File: src/rtl/cmp_flags_seq.sv
// Multi-cycle NZCV compare-flags unit: evaluates CMP/CMN/TST/TEQ over a
// registered ripple carry, CHUNK bits per cycle, with valid/ready on both sides.
module cmp_flags_seq #(
    parameter int WIDTH = 32,
    parameter int CHUNK = 8
) (
    input  logic             clk,
    input  logic             rst,
    input  logic             in_valid,
    output logic             in_ready,
    input  logic [WIDTH-1:0] a,
    input  logic [WIDTH-1:0] b,
    input  logic [1:0]       op,
    output logic             out_valid,
    input  logic             out_ready,
    output logic             n,
    output logic             z,
    output logic             c,
    output logic             v,
    output logic [WIDTH-1:0] res
);

    localparam int NCHUNK = WIDTH / CHUNK;
    localparam int IW = (NCHUNK > 1) ? $clog2(NCHUNK) : 1;
    localparam logic [IW-1:0] LAST = IW'(NCHUNK - 1);

    typedef enum logic [1:0] {IDLE, BUSY, DONE} state_t;

    state_t           state;
    logic [WIDTH-1:0] a_reg;
    logic [WIDTH-1:0] b_reg;
    logic [WIDTH-1:0] work_reg;
    logic [1:0]       op_reg;
    logic [IW-1:0]    idx;
    logic             carry;
    logic             zero_acc;

    logic [CHUNK-1:0] a_c;
    logic [CHUNK-1:0] b_c;
    logic [CHUNK-1:0] b_eff;
    logic [CHUNK-1:0] chunk_res;
    logic [CHUNK:0]   sum;
    logic             carry_out;
    logic             carry_msb;
    logic [WIDTH-1:0] work_next;
    logic             accept;

    always_comb begin
        a_c       = a_reg[idx*CHUNK +: CHUNK];
        b_c       = b_reg[idx*CHUNK +: CHUNK];
        b_eff     = (op_reg == 2'b00) ? ~b_c : b_c;
        sum       = {1'b0, a_c} + {1'b0, b_eff} + {{CHUNK{1'b0}}, carry};
        carry_out = sum[CHUNK];
        // Carry into the chunk MSB recovered from the MSB sum bit and its addends.
        carry_msb = sum[CHUNK-1] ^ a_c[CHUNK-1] ^ b_eff[CHUNK-1];
        case (op_reg)
            2'b10:   chunk_res = a_c & b_c;
            2'b11:   chunk_res = a_c ^ b_c;
            default: chunk_res = sum[CHUNK-1:0];
        endcase
        work_next = work_reg;
        work_next[idx*CHUNK +: CHUNK] = chunk_res;
    end

    assign in_ready = (state == IDLE) || ((state == DONE) && out_ready);
    assign accept   = in_valid && in_ready;

    always_ff @(posedge clk or posedge rst) begin
        if (rst) begin
            state     <= IDLE;
            a_reg     <= '0;
            b_reg     <= '0;
            work_reg  <= '0;
            op_reg    <= 2'b00;
            idx       <= '0;
            carry     <= 1'b0;
            zero_acc  <= 1'b0;
            out_valid <= 1'b0;
            n         <= 1'b0;
            z         <= 1'b0;
            c         <= 1'b0;
            v         <= 1'b0;
            res       <= '0;
        end else begin
            case (state)
                IDLE: begin
                    if (in_valid) state <= BUSY;
                end
                BUSY: begin
                    work_reg <= work_next;
                    carry    <= carry_out;
                    zero_acc <= zero_acc & (chunk_res == '0);
                    idx      <= idx + 1'b1;
                    if (idx == LAST) begin
                        state     <= DONE;
                        out_valid <= 1'b1;
                        res       <= work_next;
                        n         <= work_next[WIDTH-1];
                        z         <= zero_acc & (chunk_res == '0);
                        // Logical ops leave C and V untouched.
                        if (!op_reg[1]) begin
                            c <= carry_out;
                            v <= carry_out ^ carry_msb;
                        end
                    end
                end
                DONE: begin
                    if (out_ready) begin
                        out_valid <= 1'b0;
                        state     <= in_valid ? BUSY : IDLE;
                    end
                end
                default: state <= IDLE;
            endcase

            if (accept) begin
                a_reg    <= a;
                b_reg    <= b;
                op_reg   <= op;
                idx      <= '0;
                carry    <= (op == 2'b00);
                zero_acc <= 1'b1;
            end
        end
    end

endmodule

File: config.mk
export PLATFORM = sky130hd
export DESIGN_NAME = cmp_flags_seq
export DESIGN_NICKNAME = d
export VERILOG_FILES = /design/src/rtl/cmp_flags_seq.sv
export SDC_FILE = /design/constraint.sdc
export NUM_CORES = 1
export LEC_CHECK = 0
export ABC_AREA = 0
export CORE_ASPECT_RATIO = 1.4
export CORE_UTILIZATION = 49
export DETAILED_ROUTE_END_ITERATION = 10
export HOLD_SLACK_MARGIN = 0.03
export PLACE_DENSITY = 0.77
export SYNTH_ARGS = -nofsm -noshare
export SYNTH_HDL_FRONTEND = slang
export SYNTH_SLANG_ARGS = --single-unit
File: constraint.sdc
create_clock -name clk -period 5 [get_ports clk]
set_input_delay 1 -clock clk [delete_from_list [all_inputs] [get_ports clk]]
set_output_delay 1 -clock clk [all_outputs]
set_load 0.05 [all_outputs]
======== Word level (Yosys, flattened, before mapping) ========
Cells that the tools add are included.
word-level totals
  flip-flop bits (word level) ............. 141
  bits in latches ......................... 0
  RAM bits ................................ 0
  bits in read-only memories .............. 0
  output and inout bits ................... 38
  word-level logic and storage cells ...... 68
  memories ................................ 0
operators by class
  add/subtract/negate cells ............... 4
  $mul .................................... 0
  divide/modulo/power cells ............... 0
  $lt $le $gt $ge ......................... 0
  eq/ne operators ......................... 8
  shifts and indexed selects .............. 4
  mux-type cells .......................... 17
  bitwise operators ....................... 8
  reductions and logical operators ........ 13
operators with widths
  operator                                                                  count
  32-bit by 6-bit indexed part select with 8-bit output                     2
  5-bit negator with 34-bit output                                          1
  8-bit by 34-bit variable shift with 32-bit output (first input constant)  1
  8-bit by 34-bit indexed part select with 32-bit output                    1
  32-bit bitwise mux                                                        1
  8-bit one-hot mux with 2 select lines                                     1
  2-bit two-way mux                                                         5
  8-bit by 8-bit adder with 9-bit output                                    1
  9-bit by 1-bit adder with 9-bit output                                    1
  3-bit AND reduction                                                       3
  8-bit bitwise AND                                                         1
  2-bit == test (second input constant)                                     4
  8-bit logical NOT                                                         1
  8-bit two-way mux                                                         1
  8-bit inverter                                                            1
  8-bit bitwise XOR                                                         1
  1-bit two-way mux                                                         7
  2-bit logical NOT                                                         3
  2-bit inequality test (second input constant)                             3
  2-bit one-hot mux with 3 select lines                                     1
  2-bit nonzero test                                                        2
  1-bit bitwise XOR                                                         3
  2-bit by 1-bit adder with 2-bit output (second input constant)            1
  2-bit by 1-bit == test with 1-bit output (second input constant)          1
  6 further kinds                                                           7

======== Logic depth before layout (Yosys ltp) ========
  word-level depth ........................ 10
  depth in mapped cells ................... 13
  mapped depth without buffers ............ 11

======== Least setup slack after synthesis ========
OpenSTA, ideal clock, no wires.
  path type ............................... register to register
  start ................................... register idx[0]
  end ..................................... register v
  data arrival time ....................... 3782 ps
  data required time ...................... 4875 ps
  slack ................................... 1093 ps
  cell stages (with the launch flop) ...... 14
  cells stage by stage .................... dfrtp_1 > buf_2 > buf_2 > mux4_2 > xnor2_1 > fa_1 > inv_1 > fa_1 > a21o_1 > a211oi_1 > o21ai_0 > a31o_2 > xnor3_1 > mux2_2
between the ends
  cells in the longest elaborated chain, start to end .. 8
RTL lines
  what                                                   RTL line  source
  from (decl)                                            34        logic [IW-1:0] idx;
  from (signal assigned)                                 93        idx <= idx + 1'b1;
  32-bit by 6-bit indexed part select with 8-bit output  50        b_c = b_reg[idx*CHUNK +: CHUNK];
  8-bit inverter                                         51        b_eff = (op_reg == 2'b00) ? ~b_c : b_c;
  8-bit two-way mux                                      51
  8-bit by 8-bit adder with 9-bit output                 52        sum = {1'b0, a_c} + {1'b0, b_eff} + {{CHUNK{1'b0}}, carry};
  9-bit by 1-bit adder with 9-bit output                 52
  1-bit bitwise XOR (2 in a row)                         55        carry_msb = sum[CHUNK-1] ^ a_c[CHUNK-1] ^ b_eff[CHUNK-1];
  1-bit bitwise XOR                                      103       v <= carry_out ^ carry_msb;
  to (signal assigned)                                   103
  to (decl)                                              19        output logic v,
Several ways; a longest one is shown, not always the timed one.
A chain may end at the register's enable or synchronous reset.

======== Worst setup path after layout ========
  start ................................... register idx[1]
  end ..................................... register zero_acc
between the ends
  cells in the longest elaborated chain, start to end .. 10
RTL lines
  what                                                   RTL line  source
  32-bit by 6-bit indexed part select with 8-bit output  50
  8-bit inverter                                         51
  8-bit two-way mux                                      51
  8-bit by 8-bit adder with 9-bit output                 52
  9-bit by 1-bit adder with 9-bit output                 52
  8-bit one-hot mux with 2 select lines *                56        case (op_reg)
  8-bit logical NOT *                                    92        zero_acc <= zero_acc & (chunk_res == '0);
  1-bit bitwise AND *                                    92
  1-bit two-way mux *                                    85        case (state)
  1-bit two-way mux *                                    116       if (accept) begin
  to (signal assigned)                                   92
  to (decl)                                              36        logic zero_acc;
Every way passes the cells marked *; elsewhere a longest branch is shown, timed or not. The select of a mux whose other input is x is not followed.

==> flow_summary.toml <==
[clock_network]
cts_setup_buffers = 0
cts_sinks = 140
cts_tree = "yes"
numCtsBuffers = 17
clk_pin_slew_ps = 60
cts_buffer_depth = 2
cts.htree.levels = 4
clk-insertion-delay-late_ps = 420
cts_resized = 0
hold_buffers = 0
cts_root_buf = "clkbuf_16"

[placement]
port_buffers = 107
dp_hpwl_mm = 10.8
dpl_worst_slack_ps = 1180
routabilityCongestion = 0.856
place_inst = 795

[sta]
max_freq_mhz = 258
min_period_over_period = 0.774
rsz0062_at_grt = "no"
setup_viol = 0
fin_crit_ps = 3870
fin_tns_setup_ps = 0
hold_violations = 0
worst_pin_slew_ps = 1220
slew_headroom = 0.182
drv_slew = 0
fin_ws_ps = 1130
fin_skew_ps = 6.91

[grt]
grt_max_degree = 108
grt_pass1_vias = 4764
grt_util_all_layers = 0.233
antenna_found_initial = 1
grt_pass1_wl_mm = 24.9
grt_overflow_total = 0

[setup_path]
worstReg2RegEnd = "zero_acc"
worst-r2r-setup-slack_ps = 1130
worstSetupPathType = "reg2reg"
startpoint_type = "register"
required_ps = 5300
worstPathMaxFanout = 14
r2r_cells = 12
crit_path_end_kind = "register"
crit_arrival_ps = 4160
r2r-start = "idx[1]"

[logic_synthesis]
synth_cells = 529
synth_edf_count = 0
netlist_top_cells_count = "140 x dfrtp_1, 77 x nor2_1, 70 x mux2_2"
synth_nets = 622
ys_top_cells_by_area = "dfrtp_1 52%, mux2_2 12%, mux4_2 5.0%"
yosysMostFrequentCell = "dfrtp_1"
yosys.cell_types.count = 52
ys_ff_latch = 140
seq_area_frac_synth = 0.521
synth.top_cell.area_share = 0.521
yosys.area.top_type = "dfrtp_1"
synth-main-ff-cell = "dfrtp_1"
ys_async_sr_fraction = 1.00
synth_area_um2 = 6720
yosysWarningCount = 0
avgSynthCellArea_um2 = 12.7

[floorplanning]
fp-row-count = 50
core-area_um2 = 13400
initial_utilization = 0.502
die_h_um = 141
die_area_um2 = 14200
die_w_um = 101
ios = 108

[routing]
ant_nets = 0
dr.pass1.iters = 5
via_per_inst = 5.69
first_iter_violations = 338
wl_per_cell_um = 18.4
wl_mm = 15.2
vias = 4706
route.detailed.drc = 0

[finish]
drive_gt1_frac = 0.211
final_util = 0.638
layout.nets = 725
fill_cells = 1060
area_growth_pct = 27.1
num_antenna_cells = 0
stdcell_count = 827

[worst_hold_path]
hp-class = "reg2reg"
hold_depth = 1
min_from = "work_reg[1]"
whs_endpoint = "work_reg[1]"

[flow_run]
maxCapViolCount = 0

[run_status]
status = "complete, no violations"
==> cells in the final DEF, fill, tap and decap left out, types with 3 or more instances in the layout <==
cell and instances:
a21o_1 4, a21oi_1 6, a221oi_1 32, a22o_1 32, a22oi_1 3, and2_1 6
buf_4 6, clkbuf_16 17, clkbuf_8 3, clkdlybuf4s50_1 107, clkinv_1 3, dfrtp_1 140
ha_1 21, inv_1 12, inv_6 5, mux2_2 70, mux2i_1 8, mux4_2 15
nand2_1 12, nor2_1 77, nor2b_1 3, nor3_1 4, o21ai_0 6, xnor2_1 5
xor2_1 6
==> critical path, cell delays in order, from the launching register on <==
cell and delay [ps]:
dfrtp_1 700, buf_4 280, mux4_2 320, inv_1 90
fa_1 200, inv_1 60, fa_1 400, a21o_1 210
a211oi_1 300, o21ai_0 230, a211oi_2 640, or4b_1 240
a21oi_1 70
==> cell families (layout without fill, tap and decap cells) <==
| group | count (synthesis) | after routing | synth area share |
|---|---|---|---|
| buf+inv | 45 | 161 | 0.0279 |
| flops | 140 | 140 | 0.521 |
| compound gates | 99 | 99 | 0.125 |
| mux | 95 | 95 | 0.183 |
| simple gates | 115 | 115 | 0.0802 |
| fa+ha+maj | 23 | 23 | 0.0451 |
| xor+xnor | 12 | 12 | 0.0177 |
==> per-layer routing <==
metal | global-route usage | part of all wire
met5 | 0 | 0
met4 | 0.0717 | 0.013
met3 | 0.0494 | 0.060
met2 | 0.391 | 0.52
met1 | 0.302 | 0.41
==> per-stage QoR <==
stage | instance area (µm²) | hold slack, ps
final | 8540 | 502
after CTS | 8540 | 503
after global placement | 7940 | 482
after global routing | 8540 | 516
after detailed placement | 7940 | 481
after floorplan | 6720 | 466
==> worst max path at each step <==
stage,from,end
after global placement,idx[1],z
after detailed placement,idx[1],zero_acc
after floorplan,rst,a_reg[0]
after CTS,idx[1],zero_acc
after global routing,idx[1],res[14]
final,idx[1],zero_acc
==> layout make-up <==
cell class | instances | area, µm² | area share
Sequential cell | 140 | 3500 | 0.410
Tap cell | 182 | 228 | 0.0267
Inverter | 16 | 65.1 | 0.00761
Multi-Input combinational cell | 344 | 3030 | 0.355
Timing Repair Buffer | 113 | 1120 | 0.131
Clock inverter | 11 | 131 | 0.0154
Clock buffer | 21 | 470 | 0.0551
Power is left out: the tool's default activity adds up to more than one toggle a clock period on the data nets, which glitch-free logic cannot reach.
